## src/rtl/afifo_rd_ctrl_if.sv

```systemverilog
// rtl/afifo_rd_ctrl_if.sv - read-side pointer bundle between consumer, write domain and controller
interface afifo_rd_ctrl_if #(
  parameter int AW = 4
);
  logic [AW:0]   wptr_gray;
  logic          rd_en;
  logic          rd_fire;
  logic [AW-1:0] raddr;
  logic [AW:0]   rptr_gray;
  logic          empty;
  logic [AW:0]   rd_level;
  logic          ovf_err;

  modport slave (
    input  wptr_gray,
    input  rd_en,
    output rd_fire,
    output raddr,
    output rptr_gray,
    output empty,
    output rd_level,
    output ovf_err
  );

  modport master (
    output wptr_gray,
    output rd_en,
    input  rd_fire,
    input  raddr,
    input  rptr_gray,
    input  empty,
    input  rd_level,
    input  ovf_err
  );
endinterface

```

## src/rtl/afifo_rd_ctrl.sv

```systemverilog
// rtl/afifo_rd_ctrl.sv - async FIFO read-side pointer, empty, level and overflow controller
module afifo_rd_ctrl #(
  parameter int AW          = 4,
  parameter int SYNC_STAGES = 2
) (
  input  logic            clk,
  input  logic            rst_n,
  afifo_rd_ctrl_if.slave  bus
);

  // 2^AW expressed on the pointer width; occupancy above this means the writer overran us
  localparam logic [AW:0] DEPTH = {1'b1, {AW{1'b0}}};

  if (SYNC_STAGES < 2 || SYNC_STAGES > 4) begin : g_bad_sync_stages
    $error("afifo_rd_ctrl: SYNC_STAGES must be in 2..4");
  end

  // sync_q[0] is the first flop after the clock crossing, sync_q[SYNC_STAGES-1] is wsync
  logic [SYNC_STAGES-1:0][AW:0] sync_q;
  logic [AW:0]                  wsync;
  logic [AW:0]                  wbin;

  logic [AW:0] rptr_bin_q, rptr_bin_d;
  logic [AW:0] rptr_gray_q, rptr_gray_d;
  logic [AW:0] level_q, level_d;
  logic        empty_q, empty_d;
  logic        ovf_q, ovf_d;
  logic        rd_fire;

  // Multi-flop synchronizer for the Gray write pointer crossing into the read clock
  always_ff @(posedge clk or negedge rst_n) begin
    if (!rst_n) begin
      sync_q <= '0;
    end else begin
      sync_q <= {sync_q[SYNC_STAGES-2:0], bus.wptr_gray};
    end
  end

  assign wsync = sync_q[SYNC_STAGES-1];

  // Gray to binary: each binary bit is the XOR of all Gray bits at or above it
  always_comb begin
    wbin = '0;
    for (int i = 0; i <= AW; i++) begin
      wbin[i] = ^(wsync >> i);
    end
  end

  // Pop acceptance depends only on the request and the registered empty flag
  assign rd_fire = bus.rd_en & ~empty_q;

  // Next-state pointer, flags and occupancy, all derived from the post-pop pointer
  always_comb begin
    rptr_bin_d  = rptr_bin_q + {{AW{1'b0}}, rd_fire};
    rptr_gray_d = rptr_bin_d ^ (rptr_bin_d >> 1);
    level_d     = wbin - rptr_bin_d;
    empty_d     = (rptr_gray_d == wsync);
    ovf_d       = ovf_q | (level_d > DEPTH);
  end

  // Read-domain state registers; ovf is sticky until reset
  always_ff @(posedge clk or negedge rst_n) begin
    if (!rst_n) begin
      rptr_bin_q  <= '0;
      rptr_gray_q <= '0;
      level_q     <= '0;
      empty_q     <= 1'b1;
      ovf_q       <= 1'b0;
    end else begin
      rptr_bin_q  <= rptr_bin_d;
      rptr_gray_q <= rptr_gray_d;
      level_q     <= level_d;
      empty_q     <= empty_d;
      ovf_q       <= ovf_d;
    end
  end

  assign bus.rd_fire   = rd_fire;
  assign bus.raddr     = rptr_bin_q[AW-1:0];
  assign bus.rptr_gray = rptr_gray_q;
  assign bus.empty     = empty_q;
  assign bus.rd_level  = level_q;
  assign bus.ovf_err   = ovf_q;

endmodule

```

## src/flat_wrapper.sv

```systemverilog
// flat-port wrapper written by rule: the top's interface ports become plain ports
module afifo_rd_ctrl_flat 
#(
  parameter int AW          = 4,
  parameter int SYNC_STAGES = 2
)
  (clk, rst_n, bus_wptr_gray, bus_rd_en, bus_rd_fire, bus_raddr, bus_rptr_gray, bus_empty, bus_rd_level, bus_ovf_err);
  afifo_rd_ctrl_if #(.AW(AW)) bus_i ();
  input  logic clk;
  input  logic rst_n;
  input wire logic [$bits(bus_i.wptr_gray)-1:0] bus_wptr_gray;
  input wire logic [$bits(bus_i.rd_en)-1:0] bus_rd_en;
  output wire logic [$bits(bus_i.rd_fire)-1:0] bus_rd_fire;
  output wire logic [$bits(bus_i.raddr)-1:0] bus_raddr;
  output wire logic [$bits(bus_i.rptr_gray)-1:0] bus_rptr_gray;
  output wire logic [$bits(bus_i.empty)-1:0] bus_empty;
  output wire logic [$bits(bus_i.rd_level)-1:0] bus_rd_level;
  output wire logic [$bits(bus_i.ovf_err)-1:0] bus_ovf_err;
  assign bus_i.wptr_gray = bus_wptr_gray;
  assign bus_i.rd_en = bus_rd_en;
  assign bus_rd_fire = bus_i.rd_fire;
  assign bus_raddr = bus_i.raddr;
  assign bus_rptr_gray = bus_i.rptr_gray;
  assign bus_empty = bus_i.empty;
  assign bus_rd_level = bus_i.rd_level;
  assign bus_ovf_err = bus_i.ovf_err;
  afifo_rd_ctrl #(.AW(AW), .SYNC_STAGES(SYNC_STAGES)) u_core (.clk(clk), .rst_n(rst_n), .bus(bus_i));
endmodule
```

## config.mk

```make
export PLATFORM = sky130hd
export DESIGN_NAME = afifo_rd_ctrl_flat
export DESIGN_NICKNAME = d
export VERILOG_FILES = /design/src/rtl/afifo_rd_ctrl_if.sv /design/src/rtl/afifo_rd_ctrl.sv /design/src/flat_wrapper.sv
export SDC_FILE = /design/constraint.sdc
export NUM_CORES = 1
export LEC_CHECK = 0
export CAP_MARGIN = 25
export CORE_ASPECT_RATIO = 0.9
export CORE_MARGIN = 2
export CORE_UTILIZATION = 53
export CTS_CLUSTER_SIZE = 24
export DETAILED_ROUTE_END_ITERATION = 16
export PLACE_DENSITY = 0.84
export SYNTH_ARGS = -nofsm -noshare
export SYNTH_HDL_FRONTEND = slang
export SYNTH_SLANG_ARGS = --single-unit
export TNS_END_PERCENT = 10
```

## constraint.sdc

```tcl
create_clock -name clk -period 4.8 [get_ports clk]
set_clock_uncertainty 0.1 [all_clocks]
set_input_delay 0.48 -clock clk [delete_from_list [all_inputs] [get_ports clk]]
set_output_delay 0.48 -clock clk [all_outputs]
set_load 0.01 [all_outputs]
```

==> metrics.md <==
| Metric | Value |
|---|---|
| Post-DRT Antenna Nets | 0 |
| CTS tree | done |
| Top post-synthesis cells by area | dfrtp_1 (53%), xor2_1 (8.9%), ha_1 (6.4%), xnor2_1 (3.7%), dfstp_2 (2.2%) |
| Remaining DRCs | 0 |
| Pin count of the biggest net entering global routing | 15 |
| R2r setup slk | 1800 ps |
| Clock Path Buffers | 2 |
| Cell Pwr Density | 701 nW/um^2 |
| Worst hold slack | 264 ps |
| Pwr Total | 1.05 mW |
| Post-CTS resize count | 0 |
| Sequential element share of the synthesized area | 55.4% |
| Grt ovf | 0 |
| #FFs+latches synth | 26 |
| Final setup fails | 0 |
| Cell taking the most area after synthesis | dfrtp_1 |
| Nets | 135 |
| CP max FO | 5 |
| Synth Area in XOR/XNOR | 17.4% |
| Hold Path Class | reg2reg |
| Unrepaired setup endpoints after global routing | no |
| DR vias | 764 |
| Die area | 2620 um^2 |
| GRT Total Usage | 18.2% |
| Port Buffers | 24 |
| Share of cells above drive strength 1 | 8.33% |
| Setup ws final | 1690 ps |
| CP Capture Type | flip-flop |
| Compound-Gate Fraction of Synth Area | 7.01% |
| Slew @ Worst Pin | 639 ps |
| Yosys cell types | 31 |
| Synthesized area per cell | 12.7 um^2 |
| Relative slew slack | 57.3% |
| Htree depth | 1 |
| Startpoint types | input port |
| Outcome | finished clean |
| Hpwl dp | 1500 um |
| Setup WS pre-CTS | 1360 ps |
| Fin crit share | 64.8% |
| Die height | 48.7 um |
| Post-Synth Simple-Gate Area | 9.88% |
| Main combinational cell family by area after synthesis | XOR/XNOR gates |
| Critical path class | in2reg |
| Global-route wire length before repair | 3440 um |
| Cell Area, Synth | 1180 um^2 |
| Req. time, crit path | 4980 ps |
| Adder-cell share of the synthesized area | 6.38% |
| Total routed wirelength | 1920 um |
| Number of core rows | 16 |
| Layout filler cell count | 145 |
| Setup tns final | 0 ps |
| Initial drt markers | 17 |
| Starting Density | 55.0% |
| Synth Warn # | 0 |
| Final design utilization | 69.7% |
| Post-DR vias/cell | 5.20 |
| Data arrival time of the worst path | 3290 ps |
| Minimum clock period | 3110 ps |
| Antenna violations before repair | 0 |
| Drt pass-1 iters | 4 |
| Syn-to-layout area delta | 26.8% |
| Mux cell area share after synthesis | 0.850% |
| Clk sinks | 26 |
| Die width | 53.7 um |
| CTS Root Buffer Type | clkbuf_4 |
| Post-CTS setup repair buffer count | 0 |
| Diodes inserted | 0 |
| Peak Freq | 322 MHz |
| Vias in the first global route | 757 |
| Core area | 2140 um^2 |
| Hold Buf Count CTS | 0 |
| Worst-Skew Late Latency | 320 ps |
| Post-synthesis cell count | 93 |
| Clock-pin transition on the worst setup and hold timing paths | 140 ps |
| Leak | 0.655 nW |
| I/O pins | 25 |
| Top cell type's share of synthesized area | 53.1% |
| Max-cap viol count | 0 |
| Gpl congestion | 0.813 |
| Num CTS Buffers | 3 |
| DR WL/cell | 13.0 um |
| Syn nets | 107 |
| VDD IR max | 0.000378 V |
| Max Slew Vio Count | 0 |
| Final hold violation count | 0 |
## cell usage in the layout (no fill, tap or decap), types with 2 or more instances in the layout
cell type / instances
a211oi_1: 2
clkdlybuf4s50_1: 24
nor3_1: 3
nor2_1: 3
clkbuf_4: 3
nor2b_1: 3
xor2_1: 12
nand3_1: 2
nand2b_1: 3
ha_1: 6
xnor2_1: 5
inv_1: 6
dfrtp_1: 25
or3_1: 3
## critical path, stage by stage
cell and delay [ps]:
clkdlybuf4s50_1 450, nor2b_1 170, ha_1 200, ha_1 220, xor2_2 290, inv_1 80, ha_1 250, or3_1 390
o31ai_1 380, mux2i_1 240, o31a_1 150
## layer usage
metal | routed length, um | GRT usage (%) | vias up
met5 | 0 | 0 | -
met4 | 41 | 7.69 | 0
met3 | 100 | 4.01 | 5
met2 | 897 | 28.7 | 24
met1 | 876 | 23.9 | 368
li1 | - | - | 367
## per-stage QoR
step	cell area, um^2	instances
after global routing	1490	147
after detailed placement	1460	143
after CTS	1490	147
final	1490	147
after global placement	1440	142
after floorplan	1180	93
## state kept, by name, summed over array words and instances (netlist names)
signal	count
u_core.bus.rptr_gray	4
u_core.bus.empty	1
u_core.bus.ovf_err	1
u_core.sync_q	5
u_core.wsync	5
u_core.rptr_bin_q	5
u_core.bus.rd_level	5
## layout make-up
| class | instances | area [um^2] | share of cell area [%] |
|---|---|---|---|
| Sequential cell | 26 | 652 | 43.7 |
| Tap cell | 27 | 33.8 | 2.26 |
| Timing Repair Buffer | 25 | 255 | 17.1 |
| Clock buffer | 4 | 36.3 | 2.43 |
| Multi-Input combinational cell | 58 | 489 | 32.8 |
| Inverter | 7 | 26.3 | 1.76 |
## synth_stat cells, drive strengths merged
| cell type | count |
|---|---|
| xor2 | 13 |
| a31oi | 1 |
| or2b | 1 |
| inv | 7 |
| or2 | 1 |
| o2111ai | 1 |
| xnor2 | 6 |
| o31ai | 1 |
| dfrtp | 25 |
| a211oi | 2 |
| buf | 2 |
| dfstp | 1 |
| xor3 | 1 |
| a211o | 1 |
| mux2i | 1 |
| ha | 6 |
| nor2b | 3 |
| o21ai | 1 |
| nand2b | 3 |
| nand3 | 2 |
| o31a | 1 |
| nand2 | 1 |
| or3 | 3 |
| o211ai | 1 |
| nor2 | 3 |
| and3 | 1 |
| nor3 | 3 |
| o32ai | 1 |
## cell families (layout without fill, tap and decap cells)
kind of cell,count (synthesis),after routing
flops,26,26
buf+inv,9,36
compound gates,10,10
mux,1,1
simple gates,21,21
fa+ha+maj,6,6
xor+xnor,20,20
## where the power goes
part           switching, mW  internal [mW]  total, mW  leakage [nW]
combinational          0.307          0.297      0.604         0.334
sequential            0.0360          0.297      0.333         0.300
clock                 0.0624         0.0465      0.109        0.0210
total                  0.406          0.640       1.05         0.655
## final timing paths
| check | end | startpoint | cells past startpoint |
|---|---|---|---|
| max | u_core.bus.ovf_err$_DFF_PN0_ | bus_rd_en | 11 |
| min | u_core.wsync[2]$_DFF_PN0_ | u_core.sync_q[2]$_DFF_PN0_ | 0 |
| max reg2reg | u_core.bus.ovf_err$_DFF_PN0_ | u_core.wsync[3]$_DFF_PN0_ | 10 |
| min reg2reg | u_core.wsync[2]$_DFF_PN0_ | u_core.sync_q[2]$_DFF_PN0_ | 0 |
| max in group asynchronous | u_core.bus.empty$_DFF_PN1_ | rst_n | 2 |
| min in group asynchronous | u_core.wsync[3]$_DFF_PN0_ | rst_n | 1 |
No activity file was read; power rests on OpenSTA's default activity.
